$ cat src/rtl/mem_bridge.sv
`timescale 1ns/1ps
// mem_bridge: serialises core data reads, data writes and instruction fetches
// into 16-bit req/ack beats on the backend bus. It runs one transaction at a
// time and aborts any beat whose ack does not arrive within TIMEOUT cycles.
module mem_bridge #(
  parameter int          TIMEOUT  = 64,
  parameter logic [15:0] ERR_DATA = 16'hFFFF
) (
  input  logic        clk,
  input  logic        rst,
  input  logic [19:0] c_addr,
  input  logic [15:0] c_data,
  input  logic        c_read,
  input  logic        c_write,
  input  logic        c_instr,
  input  logic [15:0] c_pc,
  input  logic        c_read_done,
  output logic [15:0] c_mem_bus,
  output logic [31:0] c_instr_bus,
  output logic        c_busy,
  output logic        c_ready,
  output logic        c_cack,
  output logic [20:0] m_addr,
  output logic [15:0] m_wdata,
  output logic        m_we,
  output logic        m_req,
  input  logic        m_ack,
  input  logic [15:0] m_rdata,
  output logic        err
);

  localparam int CW = (TIMEOUT > 2) ? $clog2(TIMEOUT) : 1;
  localparam logic [CW-1:0] T_LAST = CW'(TIMEOUT - 1);

  typedef enum logic [2:0] {IDLE, DRD, DWR, ILO, IHI, HOLD} state_t;

  state_t        state_reg, state_next;
  logic [19:0]   addr_reg;
  logic [15:0]   wdata_reg;
  logic [15:0]   pc_reg;
  logic          gap_reg;     // forces one m_req=0 cycle between the two fetch beats
  logic [CW-1:0] tcnt_reg;

  logic        accept;
  logic        beat_on;
  logic        expire;
  logic        beat_done;
  logic [15:0] beat_data;

  // A beat is on the bus in any transfer state except the inter-beat gap.
  assign beat_on   = ((state_reg == DRD) || (state_reg == DWR) ||
                      (state_reg == ILO) || (state_reg == IHI)) && !gap_reg;
  // A real ack on the expiry cycle wins over the timeout.
  assign expire    = beat_on && !m_ack && (tcnt_reg == T_LAST);
  assign beat_done = beat_on && (m_ack || expire);
  assign beat_data = m_ack ? m_rdata : ERR_DATA;
  assign accept    = (state_reg == IDLE) && (c_write || c_read);

  // State register.
  always_ff @(posedge clk or negedge rst) begin
    if (!rst) state_reg <= IDLE;
    else      state_reg <= state_next;
  end

  // Next-state logic: requests are only sampled in IDLE, writes win over reads.
  always_comb begin
    state_next = state_reg;
    case (state_reg)
      IDLE: begin
        if (c_write)               state_next = DWR;
        else if (c_read && c_instr) state_next = ILO;
        else if (c_read)           state_next = DRD;
      end
      DWR:  if (beat_done)   state_next = IDLE;
      DRD:  if (beat_done)   state_next = HOLD;
      ILO:  if (beat_done)   state_next = IHI;
      IHI:  if (beat_done)   state_next = IDLE;
      HOLD: if (c_read_done) state_next = IDLE;
      default:               state_next = IDLE;
    endcase
  end

  // Output decode: backend address/data come from the captured request, so
  // they stay stable for the whole beat regardless of the core inputs.
  always_comb begin
    m_req   = beat_on;
    m_we    = 1'b0;
    m_wdata = 16'h0000;
    m_addr  = 21'h0;
    c_cack  = accept && rst;
    case (state_reg)
      DRD: m_addr = {1'b0, addr_reg};
      DWR: begin
        m_addr  = {1'b0, addr_reg};
        m_we    = 1'b1;
        m_wdata = wdata_reg;
      end
      ILO: m_addr = {1'b1, 3'b000, pc_reg, 1'b0};
      IHI: m_addr = {1'b1, 3'b000, pc_reg, 1'b1};
      default: ;
    endcase
  end

  // Capture the request on acceptance so the core may move on.
  always_ff @(posedge clk or negedge rst) begin
    if (!rst) begin
      addr_reg  <= 20'h0;
      wdata_reg <= 16'h0;
      pc_reg    <= 16'h0;
    end else if (accept) begin
      addr_reg  <= c_addr;
      wdata_reg <= c_data;
      pc_reg    <= c_pc;
    end
  end

  // Beat sequencing: inter-beat gap flag and ack timeout counter.
  always_ff @(posedge clk or negedge rst) begin
    if (!rst) begin
      gap_reg  <= 1'b0;
      tcnt_reg <= '0;
    end else begin
      gap_reg <= (state_reg == ILO) && beat_done;
      if (!beat_on || beat_done) tcnt_reg <= '0;
      else                       tcnt_reg <= tcnt_reg + 1'b1;
    end
  end

  // Core handshake flags and the sticky timeout flag.
  always_ff @(posedge clk or negedge rst) begin
    if (!rst) begin
      c_busy  <= 1'b0;
      c_ready <= 1'b0;
      err     <= 1'b0;
    end else begin
      c_busy  <= (state_next != IDLE);
      c_ready <= (((state_reg == DWR) || (state_reg == IHI)) && beat_done) ||
                 (state_next == HOLD);
      err     <= err || expire;
    end
  end

  // Result buses: each is overwritten only by its own completing beat.
  always_ff @(posedge clk or negedge rst) begin
    if (!rst) begin
      c_mem_bus   <= 16'h0;
      c_instr_bus <= 32'h0;
    end else if (beat_done) begin
      if (state_reg == DRD) c_mem_bus          <= beat_data;
      if (state_reg == ILO) c_instr_bus[15:0]  <= beat_data;
      if (state_reg == IHI) c_instr_bus[31:16] <= beat_data;
    end
  end

endmodule

$ cat config.mk
export PLATFORM = sky130hd
export DESIGN_NAME = mem_bridge
export DESIGN_NICKNAME = d
export VERILOG_FILES = /design/src/rtl/mem_bridge.sv
export SDC_FILE = /design/constraint.sdc
export NUM_CORES = 1
export LEC_CHECK = 0
export ABC_AREA = 0
export BUFFER_PORTS_ARGS = -buffer_cell sky130_fd_sc_hd__buf_2
export CAP_MARGIN = 20
export CORE_AREA = 5 5 85 146
export DETAILED_ROUTE_END_ITERATION = 8
export DIE_AREA = 0 0 90 151
export PLACE_DENSITY_LB_ADDON = 0.12
export SLEW_MARGIN = 0
export SYNTH_ARGS = -nofsm -noshare
export SYNTH_HDL_FRONTEND = slang
export SYNTH_SLANG_ARGS = --single-unit
$ cat constraint.sdc
create_clock -name clk -period 2.4 [get_ports clk]
set_clock_uncertainty 0.2 [all_clocks]
set_input_delay 0.36 -clock clk [delete_from_list [all_inputs] [get_ports clk]]
set_output_delay 0.36 -clock clk [all_outputs]
set_load 0.03 [all_outputs]
# --- After elaboration in Yosys (flattened, before gate mapping) ---
# Index checks and enable logic that the tools add are counted.
totals:
  mem_count: 0
  rom_bits: 0
  elab_cells: 61
  latch_bits: 0
  input_bits: 75
  mem_bits_rw: 0
  regBits: 113
  output_inout_bits: 91
op_classes:
  div_mod_pow: 0
  shift: 0
  n_reduce_logical: 28
  eq_ne: 7
  bitwise: 0
  magnitude_cmp: 0
  mux: 13
  multipliers: 0
  addsub: 1
op_table:
  columns: ["op", "count"]
  rows:
  - ["21-bit case mux with 3 select lines", 1]
  - ["16-bit two-way mux", 2]
  - ["3-bit two-way mux", 7]
  - ["3-bit case mux with 5 select lines", 1]
  - ["3-bit == test, second input constant", 3]
  - ["1-bit logical AND", 9]
  - ["1-bit logical OR", 9]
  - ["6-bit by 1-bit adder with 6-bit output, second input constant", 1]
  - ["3-bit by 2-bit == test with 1-bit output, second input constant", 2]
  - ["6-bit == test, second input constant", 1]
  - ["6-bit two-way mux", 1]
  - ["2-bit AND reduction", 3]
  - ["2-bit OR reduction", 2]
  - ["3-bit by 1-bit == test with 1-bit output, second input constant", 1]
  - ["1-bit zero test", 3]
  - ["3-bit zero test", 1]
  - ["3-bit nonzero test", 1]
  - ["1-bit two-way mux", 1]

# --- Longest topological paths before layout ---
depth:
  word_depth: 13
  ltp_mapped: 8
  ltp_nobuf: 6

# --- Worst setup path before layout ---
# OpenSTA, ideal clock, no wires.
synth_path:
  path_kind: "flip-flop to flip-flop"
  start: "reg state_reg[1]"
  end: "reg c_mem_bus[10]"
  arrival_ns: 2.322
  setup_ns: 0.125
  required_ns: 2.075
  stages_incl_launch_ff: 9
  synth_period_minus_slack_ns: 2.648
  slack_ns: -0.248
  path_buffers: 3
  path_cell_list: "dfrtp_1 buf_6 or3b_1 buf_2 a21oi_4 o21ai_2 nor3b_4 buf_12 mux2_4"
synth_between:
  elab_chain_cells: 10
  word_cells_on_any_way: 13
  cone_classes: "4 x eq/ne; 9 x reduce/logical"
synth_rtl:
  columns: ["element", "line_no", "rtl"]
  rows:
  - ["from (decl)", "37", "state_t state_reg, state_next;"]
  - ["from (signal assigned)", "62", "else state_reg <= state_next;"]
  - ["3-bit by 1-bit == test with 1-bit output / 3-bit by 2-bit == test with 1-bit output (equally long branches)", "51", "assign beat_on = ((state_reg == DRD) || (state_reg == DWR) ||"]
  - ["1-bit logical OR (2 in series)", "51", null]
  - ["1-bit logical OR *", "52", "(state_reg == ILO) || (state_reg == IHI)) && !gap_reg;"]
  - ["1-bit logical AND *", "52", null]
  - ["named net m_req", "26", "output logic m_req,"]
  - ["1-bit logical AND (2 in series)", "54", "assign expire = beat_on && !m_ack && (tcnt_reg == T_LAST);"]
  - ["1-bit logical OR", "55", "assign beat_done = beat_on && (m_ack || expire);"]
  - ["1-bit logical AND *", "55", null]
  - ["2-bit AND reduction (no line) *", null, null]
  - ["to (signal assigned)", "149", "if (state_reg == DRD) c_mem_bus <= beat_data;"]
  - ["to (decl)", "18", "output logic [15:0] c_mem_bus,"]
# Mark *: on every way through the listed nets, which the timed path passes. The rest lies on a longest branch.
# A chain may end at the register's enable or synchronous reset.

# --- Worst setup path after layout ---
layout_path:
  start: "reg state_reg[1]"
  end: "out m_addr[7]"
layout_between:
  elab_chain_cells: 3
  word_cells_on_any_way: 6
  cone_classes: "4 x eq/ne; 1 x mux; 1 x reduce/logical"
layout_rtl:
  columns: ["element", "line_no", "rtl"]
  rows:
  - ["3-bit by 1-bit == test with 1-bit output / 3-bit by 2-bit == test with 1-bit output (equally long branches)", "91", "case (state_reg)"]
  - ["2-bit OR reduction (no line)", null, null]
  - ["21-bit case mux with 3 select lines *", "91", null]
  - ["to (decl)", "23", "output logic [20:0] m_addr,"]
# Every way passes the cells marked *; elsewhere a longest branch is shown, timed or not.

==> results.py <==
metrics = {
    "cells_and_area": {
        "final_common_cell": "sky130_fd_sc_hd__buf_2",
        "largest_register_ff_count": 32,
        "utilization": 0.6636,
        "final-instance-count-excl-fill": 732,
        "drive_above_1_share": 0.5609,
        "fin_nets": 662,
        "final_area_mm2": 0.007326,
        "top_library_cells_by_usage_in_the_layout_fill_and_taps_aside": "142 x sky130_fd_sc_hd__buf_2, 113 x sky130_fd_sc_hd__dfrtp_1, 90 x sky130_fd_sc_hd__mux2_2",
        "syn_to_final_growth_pct": 51.72,
    },
    "sta": {
        "final-max-slew-violation-count": 0,
        "timing.slew.headroom": 0.5927,
        "hold_ws_ns": 0.01417,
        "finalCriticalPeriod_ns": 2.418,
        "rsz0062_at_grt": "yes",
        "timing_worst_slew_pin_value_ns": 0.6109,
        "finalCritPeriodShare": 1.007,
        "layout_setup_ws_ns": -0.01767,
        "setup_viol": 5,
        "fmaxAchievable_ghz": 0.4136,
        "number_of_endpoints_with_negative_hold_slack_in_the_final_report": 0,
    },
    "detailed_routing": {
        "top_layer": "met4",
        "routed-wl-met3_um": 659,
        "drtPass1Iterations": 4,
        "first_iter_violations": 77,
        "met2RoutedLength_um": 6751,
        "routed_wire_length_per_instance_um": 16.84,
        "avgViaCountPerCell": 4.887,
        "drt-met1-wl_um": 4686,
        "antenna_left": 0,
        "via_count": 3577,
        "number_of_remaining_drc_errors": 0,
        "drt_wl_total_um": 12330,
    },
    "synth": {
        "edff_count_synth": 0,
        "ys_async_sr_fraction": 1.000,
        "synthesis.area_mm2": 0.004828,
        "synth_cells": 340,
        "yosysSeqAreaShare": 0.5856,
        "mappedNetlistNets": 416,
        "number_of_register_bits_inferred_by_synthesis": 113,
        "syn-mean-instance-area_um2": 14.20,
        "synth-warning-count": 0,
        "ys_types": 38,
        "postSynth.topFlopCell": "sky130_fd_sc_hd__dfrtp_1",
    },
    "clock_tree": {
        "path_clk_slew_ns": 0.05,
        "tritoncts": "built",
        "ctsRootBufferMaster": "sky130_fd_sc_hd__clkbuf_16",
        "worstSkewPairLatency_ns": 0.40,
        "cts_buffer_depth": 2,
        "clock-sinks": 113,
        "h-tree-depth": 4,
        "numCtsBuffers": 17,
    },
    "global_routing": {
        "pin_count_of_the_biggest_net_entering_global_routing": 114,
        "number_of_global_route_vias_before_repair": 4023,
        "grt_overflow_total": 0,
        "grt_antenna_before_repair": 0,
        "grt_first_pass_wirelength_um": 20440,
        "gr-usage-all-layers": 0.1876,
    },
    "placement": {
        "io_buffer_count": 165,
        "gp_routability_congestion": 0.7636,
        "post-dp-hpwl_um": 8016,
        "dp_cells": 637,
        "placement.cell_area_mm2": 0.005941,
    },
    "die": {
        "dieWidth_um": 90,
        "die_area_mm2": 0.01359,
        "start_util": 0.4374,
        "core_area_mm2": 0.01104,
        "io_pins": 166,
        "die_height_um": 151,
        "placementRows": 51,
    },
    "worst_setup_path": {
        "launching_element_type_of_the_critical_path": "register",
        "cp_max_fo": 8,
        "timing.critical_path.to_type": "output pin",
        "worst-endpoint-required_ns": 1.84,
        "ws_path_type": "reg -> out",
        "worst_ep_arrival_time_ns": 1.86,
    },
    "worst_hold_path": {
        "worst_hold_path_type": "in -> reg",
    },
    "pwr": {
        "peakVddDrop_uv": 914.9,
        "static-leakage-power_nw": 3.420,
        "p_per_area_mw_per_mm2": 1638,
    },
    "run_status": {
        "run_status": "finished with violations",
        "violations_in_the_final_reports": "negative setup slack",
    },
    "job": {
        "drv_cap": 0,
    },
}
-- cell usage after synthesis, drive strengths merged (3+ instances only) --
cell type  instances  area (um^2)
a22o              16        140.1
and2              20        125.1
nand2b            19        118.9
a21oi              3        26.28
nand3              3        15.01
nor2              13        53.80
xnor2              3        26.28
dfrtp            113         2828
mux2             100         1164
inv                3        11.26
nand2              8        30.03
o21ai              3        18.77
clkbuf            12        45.04
buf                5        55.05
-- cell type report --
type | instances | area, um^2
flip-flops and latches | 113 | 2828
diodes | 1 | 2.502
well taps | 132 | 165.2
inverters | 3 | 11.26
clock inverters | 11 | 137.6
clock buffers | 21 | 450.4
repair buffers | 244 | 1783
fillers | 834 | 3714
multi-input cells | 207 | 1948
-- critical path, stage by stage, from the launching register on --
cell                      delay (ns)
sky130_fd_sc_hd__dfrtp_1        0.39
sky130_fd_sc_hd__or3b_4         0.41
sky130_fd_sc_hd__buf_6          0.14
sky130_fd_sc_hd__nand2_8        0.09
sky130_fd_sc_hd__buf_16         0.13
sky130_fd_sc_hd__a22o_1         0.16
sky130_fd_sc_hd__buf_6          0.14
-- timing repair --
action | 4_1_cts | 5_1_grt
endpoints found under the setup margin | 17 | 38
resized for setup | 44 | 17
gates cloned | 1 | 1
buffers inserted | 6 | 4
hold endpoints to repair | 161 | 1
pin swaps | 7 | 11
hold buffers | 49 | 1
-- through the flow --
step | total power [W] | setup TNS [ns] | setup WS (ns)
3_5_place_dp | 0.008795 | 0 | 0.1897
4_1_cts | 0.01195 | -0.1411 | -0.04052
6_report | 0.01200 | -0.04763 | -0.01767
3_3_place_gp | 0.008673 | 0 | 0.2361
5_1_grt | 0.01265 | -0.7681 | -0.06517
2_1_floorplan | 0.007149 | -5.719 | -0.2085
-- worst paths after layout --
| kind | from | end | slack (ns) | cells after the start |
|---|---|---|---|---|
| hold / removal | c_data[0] | wdata_reg[0] | 0.01 | 2 |
| min in group asynchronous | rst | pc_reg[9] | 0.41 | 3 |
| setup reg to reg | state_reg[1] | c_mem_bus[15] | 0.10 | 7 |
| max in group asynchronous | rst | c_instr_bus[21] | 1.12 | 3 |
| setup / recovery | state_reg[1] | m_addr[7] | -0.02 | 6 |
| hold reg to reg | err | err | 0.27 | 1 |
-- per-layer routing --
layer  vias up  track usage
met4         0      0.07899
li1       1696            -
met2       107       0.3262
met5         -            0
met1      1755       0.2127
met3        19      0.05865
-- cell families (layout without fill, tap and decap cells) --
kind of cell | after synthesis | count (layout) | synth area share
other | 0 | 1 | 0
AO/OA/AOI/OAI | 31 | 31 | 0.05364
buffers and inverters | 20 | 279 | 0.02306
AND/OR/NAND/NOR | 70 | 70 | 0.08500
XOR/XNOR | 5 | 5 | 0.009071
multiplexers | 100 | 100 | 0.2410
flip-flops | 113 | 113 | 0.5856
adder cells (fa/ha/maj) | 1 | 1 | 0.002591
-- power breakdown --
part / internal [W] / switching, W / total, W
registers: 0.00284 / 0.000457 / 0.00329
clock network: 0.00165 / 0.000840 / 0.00249
logic: 0.00279 / 0.00343 / 0.00622
Power figures use the tool's default switching activity.
